--- config.mk ---
export PLATFORM = sky130hd
export DESIGN_NAME = core_if_fetch_buf
export DESIGN_NICKNAME = d
export VERILOG_FILES = /design/src/rtl/core_if_fetch_buf.sv
export SDC_FILE = /design/constraint.sdc
export NUM_CORES = 1
export LEC_CHECK = 0
export BUFFER_PORTS_ARGS = -buffer_cell sky130_fd_sc_hd__buf_2
export CORE_ASPECT_RATIO = 1.2
export CORE_MARGIN = 1.5
export CORE_UTILIZATION = 45
export DETAILED_ROUTE_END_ITERATION = 7
export PLACE_DENSITY = 0.65
export SLEW_MARGIN = 20
export SYNTH_ARGS = -nofsm -noshare
export SYNTH_HDL_FRONTEND = slang
export SYNTH_SLANG_ARGS = --single-unit
--- constraint.sdc ---
create_clock -name clk -period 5.25 [get_ports clk]
set_input_delay 1.05 -clock clk [delete_from_list [all_inputs] [get_ports clk]]
set_output_delay 1.05 -clock clk [all_outputs]
set_load 0.03 [all_outputs]
--- src/rtl/core_if_fetch_buf.sv ---
// Instruction-fetch stage: owns the PC, issues pipelined L1I requests and
// keeps the returned instructions, with their PCs, in an in-order buffer that
// decode drains. A redirect flushes the buffer and marks every response still
// in flight for the old stream to be discarded on arrival.
//
// Handshakes: every channel is valid/ready style. A transfer happens in a
// cycle exactly when the producer's valid and the consumer's accept
// (l1i_req_ack / dec_ready) are both high at the rising clk edge. Valid never
// depends combinationally on the accept of the same channel.
module core_if_fetch_buf #(
    parameter int              AW        = 32,
    parameter logic [AW-1:0]   PC_START  = 'h200,
    parameter int              BUF_DEPTH = 4
) (
    input  logic          clk,
    input  logic          n_rst,
    input  logic          redir_val,
    input  logic [AW-1:0] redir_addr,
    output logic          l1i_req_val,
    output logic [AW-1:0] l1i_req_addr,
    input  logic          l1i_req_ack,
    input  logic          l1i_resp_val,
    input  logic [31:0]   l1i_resp_data,
    output logic          dec_val,
    output logic [31:0]   dec_instr,
    output logic [AW-1:0] dec_pc,
    output logic [AW-1:0] dec_pc_4,
    input  logic          dec_ready
);

    localparam int IW = $clog2(BUF_DEPTH);
    localparam int PW = IW + 1;

    // Architectural fetch PC and the buffer storage.
    logic [AW-1:0]        pc;
    logic [AW-1:0]        ent_pc    [BUF_DEPTH];
    logic [31:0]          ent_instr [BUF_DEPTH];
    logic [BUF_DEPTH-1:0] ent_filled;

    // Pointers carry one extra wrap bit so full and empty are distinguishable.
    logic [PW-1:0] alloc;
    logic [PW-1:0] fill;
    logic [PW-1:0] rd;
    logic [PW-1:0] drop_cnt;

    logic [IW-1:0] alloc_idx;
    logic [IW-1:0] fill_idx;
    logic [IW-1:0] rd_idx;
    logic [PW-1:0] occupancy;
    logic [PW-1:0] unfilled;
    logic [PW:0]   in_use;
    logic          issue;
    logic          resp_drop;
    logic          resp_fill;
    logic          resp_used;
    logic          pop;
    logic          unused_low_bits;

    assign alloc_idx = alloc[IW-1:0];
    assign fill_idx  = fill[IW-1:0];
    assign rd_idx    = rd[IW-1:0];
    assign occupancy = alloc - rd;
    assign unfilled  = alloc - fill;

    // Stale in-flight responses still hold a buffer credit until they return.
    assign in_use      = {1'b0, occupancy} + {1'b0, drop_cnt};
    assign l1i_req_val = n_rst & ~redir_val & (in_use < (PW+1)'(BUF_DEPTH));
    assign l1i_req_addr = pc;
    assign issue       = l1i_req_val & l1i_req_ack;

    // Responses retire stale requests first; the rest fill the live stream.
    assign resp_drop = l1i_resp_val & (drop_cnt != '0);
    assign resp_fill = l1i_resp_val & (drop_cnt == '0) & (fill != alloc);
    assign resp_used = resp_drop | resp_fill;

    assign dec_val = ent_filled[rd_idx] & (rd != alloc);
    assign pop     = dec_val & dec_ready & ~redir_val;

    // The target is always word aligned; its low bits are not used.
    assign unused_low_bits = ^redir_addr[1:0];

    // Drive decode outputs only while an instruction is actually presented.
    always_comb begin
        dec_instr = '0;
        dec_pc    = '0;
        dec_pc_4  = '0;
        if (dec_val) begin
            dec_instr = ent_instr[rd_idx];
            dec_pc    = ent_pc[rd_idx];
            dec_pc_4  = ent_pc[rd_idx] + AW'(4);
        end
    end

    // Control state: PC, pointers, fill flags and the stale-response counter.
    always_ff @(posedge clk) begin
        if (!n_rst) begin
            pc         <= PC_START;
            alloc      <= '0;
            fill       <= '0;
            rd         <= '0;
            drop_cnt   <= '0;
            ent_filled <= '0;
        end else if (redir_val) begin
            // Everything not yet filled becomes stale; a response arriving
            // this cycle already belongs to the old stream and is spent.
            pc         <= {redir_addr[AW-1:2], 2'b00};
            alloc      <= '0;
            fill       <= '0;
            rd         <= '0;
            ent_filled <= '0;
            drop_cnt   <= drop_cnt + unfilled - PW'(resp_used);
        end else begin
            if (issue) begin
                alloc                 <= alloc + PW'(1);
                pc                    <= pc + AW'(4);
                ent_filled[alloc_idx] <= 1'b0;
            end
            if (resp_drop) begin
                drop_cnt <= drop_cnt - PW'(1);
            end
            if (resp_fill) begin
                fill                 <= fill + PW'(1);
                ent_filled[fill_idx] <= 1'b1;
            end
            if (pop) begin
                rd                 <= rd + PW'(1);
                ent_filled[rd_idx] <= 1'b0;
            end
        end
    end

    // Payload storage; needs no reset because fill flags qualify it.
    always_ff @(posedge clk) begin
        if (n_rst && !redir_val && issue) begin
            ent_pc[alloc_idx] <= pc;
        end
        if (n_rst && !redir_val && resp_fill) begin
            ent_instr[fill_idx] <= l1i_resp_data;
        end
    end

    // A response with nothing outstanding is a cache protocol violation.
    assert property (@(posedge clk) disable iff (!n_rst)
        l1i_resp_val |-> ((drop_cnt != '0) || (fill != alloc)));

endmodule

==> metrics <==
setup bufs post-CTS 0; die width 160 um; Port Buffer Count 191; drt wl/cell 19.7 um; Skew-Pair Late Insertion Delay 550 ps; first-pass GRT wire length 45100 um; vias in the first global route 8126; H-tree depth 1; Worst R2R Start alloc[0]$_SDFFE_PP0N_; Die Area 30600 sq um; Reg clk slew, reported paths 70 ps; Critical Path AT 3660 ps; total track usage 19.0%; Power Density 324 nW/um^2; initial drt markers 603; min-delay worst type reg -> reg; Clock Skew about 20 ps; First-pass DRT Iterations 5; initial antenna violation count 1; post-cts hold buffer count 0; Clock Sinks 296; Setup Viol. Count Final 0; max-cap violations 0; Setup crit start kind register; RSZ-0062 raised after global routing no; DRC viols 0; Layout area overhead 16.9%; area of the core 28900 sq um; number of buffers created by CTS 28; status completed; dpl ws 1010 ps; global route total overflow 0; chip height 191 um; Leak 5.63 nW; Critical Path RT 4200 ps; Period Utilization, post-route 89.7%; Top FF cell, synth edfxtp_1; root buffer cell clkbuf_16; Placer Congestion 0.798; CTS tree done; worst-path fanout max 39; routed via count between 8000 and 9000; max-slew violation count 0; Sum Neg Setup Slack 0 ps; Top-Level Pins 200; Post-CTS Resized 0; final-report hold violation count 0; most frequent cells in the layout edfxtp_1, buf_2, and2_1, nand2_1, dfxtp_1; Hold Crit Start rd[2]$_SDFFE_PP0P_; Crit Path Class reg -> out; Yosys cell types 71; largest net degree at the start of global routing 40; slew margin rel. 47.4%; ANT nets after route 0; Detail Placement HPWL 19100 um; synthesized instance count 890; Max Freq 212 MHz; DRT Wirelength 29300 um; Synth async-reset ratio 0%; Synth warnings 0; sequential fraction of the synthesis area 63.2%; Vias/cell approximately 5.5; share of layout cells above drive strength 1 29.3%; post-layout net count 1177; most common cell after layout, fill and taps aside edfxtp_1; synth top area cells edfxtp_1, mux4_2, dfxtp_1, mux4_1, and2_1; area leader, netlist edfxtp_1; Post-synth EDFFs 248; Final WS setup 542 ps; Max Root-Sink Buffers 3; Peak VDD IR 180 uV; Initial Util 46.0%; Tmin final 4710 ps; CP endpoint kind output pin; Worst Tran Pin Value 788 ps; #FFs+latches synth 296; Fill cells 2401; FP Rows 68; Avg Cell Area, Syn 14.9 sq um; area share of the largest cell type after synthesis a little under three fifths; Cell Area, Synth 13300 sq um
## flip-flops by register name, summed over array words and instances, names as in the netlist, named ones only
| name | flops |
|---|---|
| alloc | 3 |
| drop_cnt | 3 |
| ent_filled | 4 |
| ent_instr | 128 |
| ent_pc | 120 |
| fill | 3 |
| l1i_req_addr | 30 |
| rd | 3 |
## layout make-up
cell class                      count  area, sq um  area share [%]
Clock buffer                       32          726            4.67
Clock inverter                     19          216            1.39
Sequential cell                   296         8410            54.1
Antenna cell                        1         2.50          0.0161
Inverter                           25         93.8           0.603
Timing Repair Buffer              210         1110            7.14
Multi-Input combinational cell    520         4510            29.0
Tap cell                          385          482            3.10
## stage by stage
step,area (sq um),hold WS (ps),power [mW],utilization (%),instances
after global placement,14600,511,3.03,50.5,1436
after CTS,15500,543,5.08,53.8,1487
after detailed placement,14600,527,3.04,50.5,1436
after floorplan,13300,498,2.91,-,895
after global routing,15500,587,5.21,53.8,1487
final,15600,541,5.03,53.8,1488
## Yosys cell counts, types with 3 or more instances
library cell / count
a22oi_1: 5
o21ai_0: 23
nand4_1: 11
buf_4: 6
clkbuf_1: 33
nand3_1: 25
nor4_1: 6
or4b_1: 3
nand2b_1: 3
fa_1: 5
a211oi_1: 7
ha_1: 21
edfxtp_1: 248
nor2_1: 44
and2_1: 66
o311ai_0: 3
or4_1: 13
mux4_2: 43
and4_1: 4
inv_1: 23
o31ai_1: 8
a311oi_1: 6
or3_1: 8
a31oi_1: 14
clkbuf_8: 3
xor2_1: 15
mux2_2: 6
nor3_1: 15
a21oi_1: 28
buf_6: 3
nand2_1: 47
buf_2: 3
nand3_2: 3
buf_1: 3
mux4_1: 20
dfxtp_1: 48
xnor2_1: 18
and3_1: 10
## layer usage
layer | wire, um | track usage (%) | vias up
li1 | - | - | 3834
met1 | 13200 | 26.2 | 4094
met2 | 14100 | 31.7 | 218
met3 | 1470 | 2.65 | 38
met4 | 500 | 4.89 | 0
met5 | 0 | 0 | -
## critical path, cell delays in order (launching register included)
cell and delay [ps]:
dfxtp_4 620, buf_4 700, mux4_1 530, and4_2 270
nand3_1 90, or4_1 480, a21oi_1 180, buf_2 220
## power breakdown
group	internal [mW]	total [mW]	switching [mW]
Sequential	2.59	2.65	0.0588
Clock	1.16	2.04	0.883
Combinational	0.133	0.344	0.211
## worst paths after layout
kind	end	slack (ps)	cells past startpoint
worst max-delay path	dec_pc_4[31]	540	7
worst min-delay path	rd[2]$_SDFFE_PP0P_	540	2
worst max register to register	ent_pc[0][2]$_DFFE_PP_	1250	11
worst min register to register	rd[2]$_SDFFE_PP0P_	540	2
## logic make-up (layout without fill, tap and decap cells)
group                    count (synthesis)  in the layout  synth area share, %
buffers and inverters                   79            286                 3.15
AO/OA/AOI/OAI                          108            108                 5.24
XOR/XNOR                                33             33                 2.17
multiplexers                            70             70                 11.8
other                                    1              7               0.0282
adder cells (fa/ha/maj)                 26             26                 2.73
flip-flops                             296            296                 63.2
AND/OR/NAND/NOR                        277            277                 11.7
No activity file was read; power rests on OpenSTA's default activity.
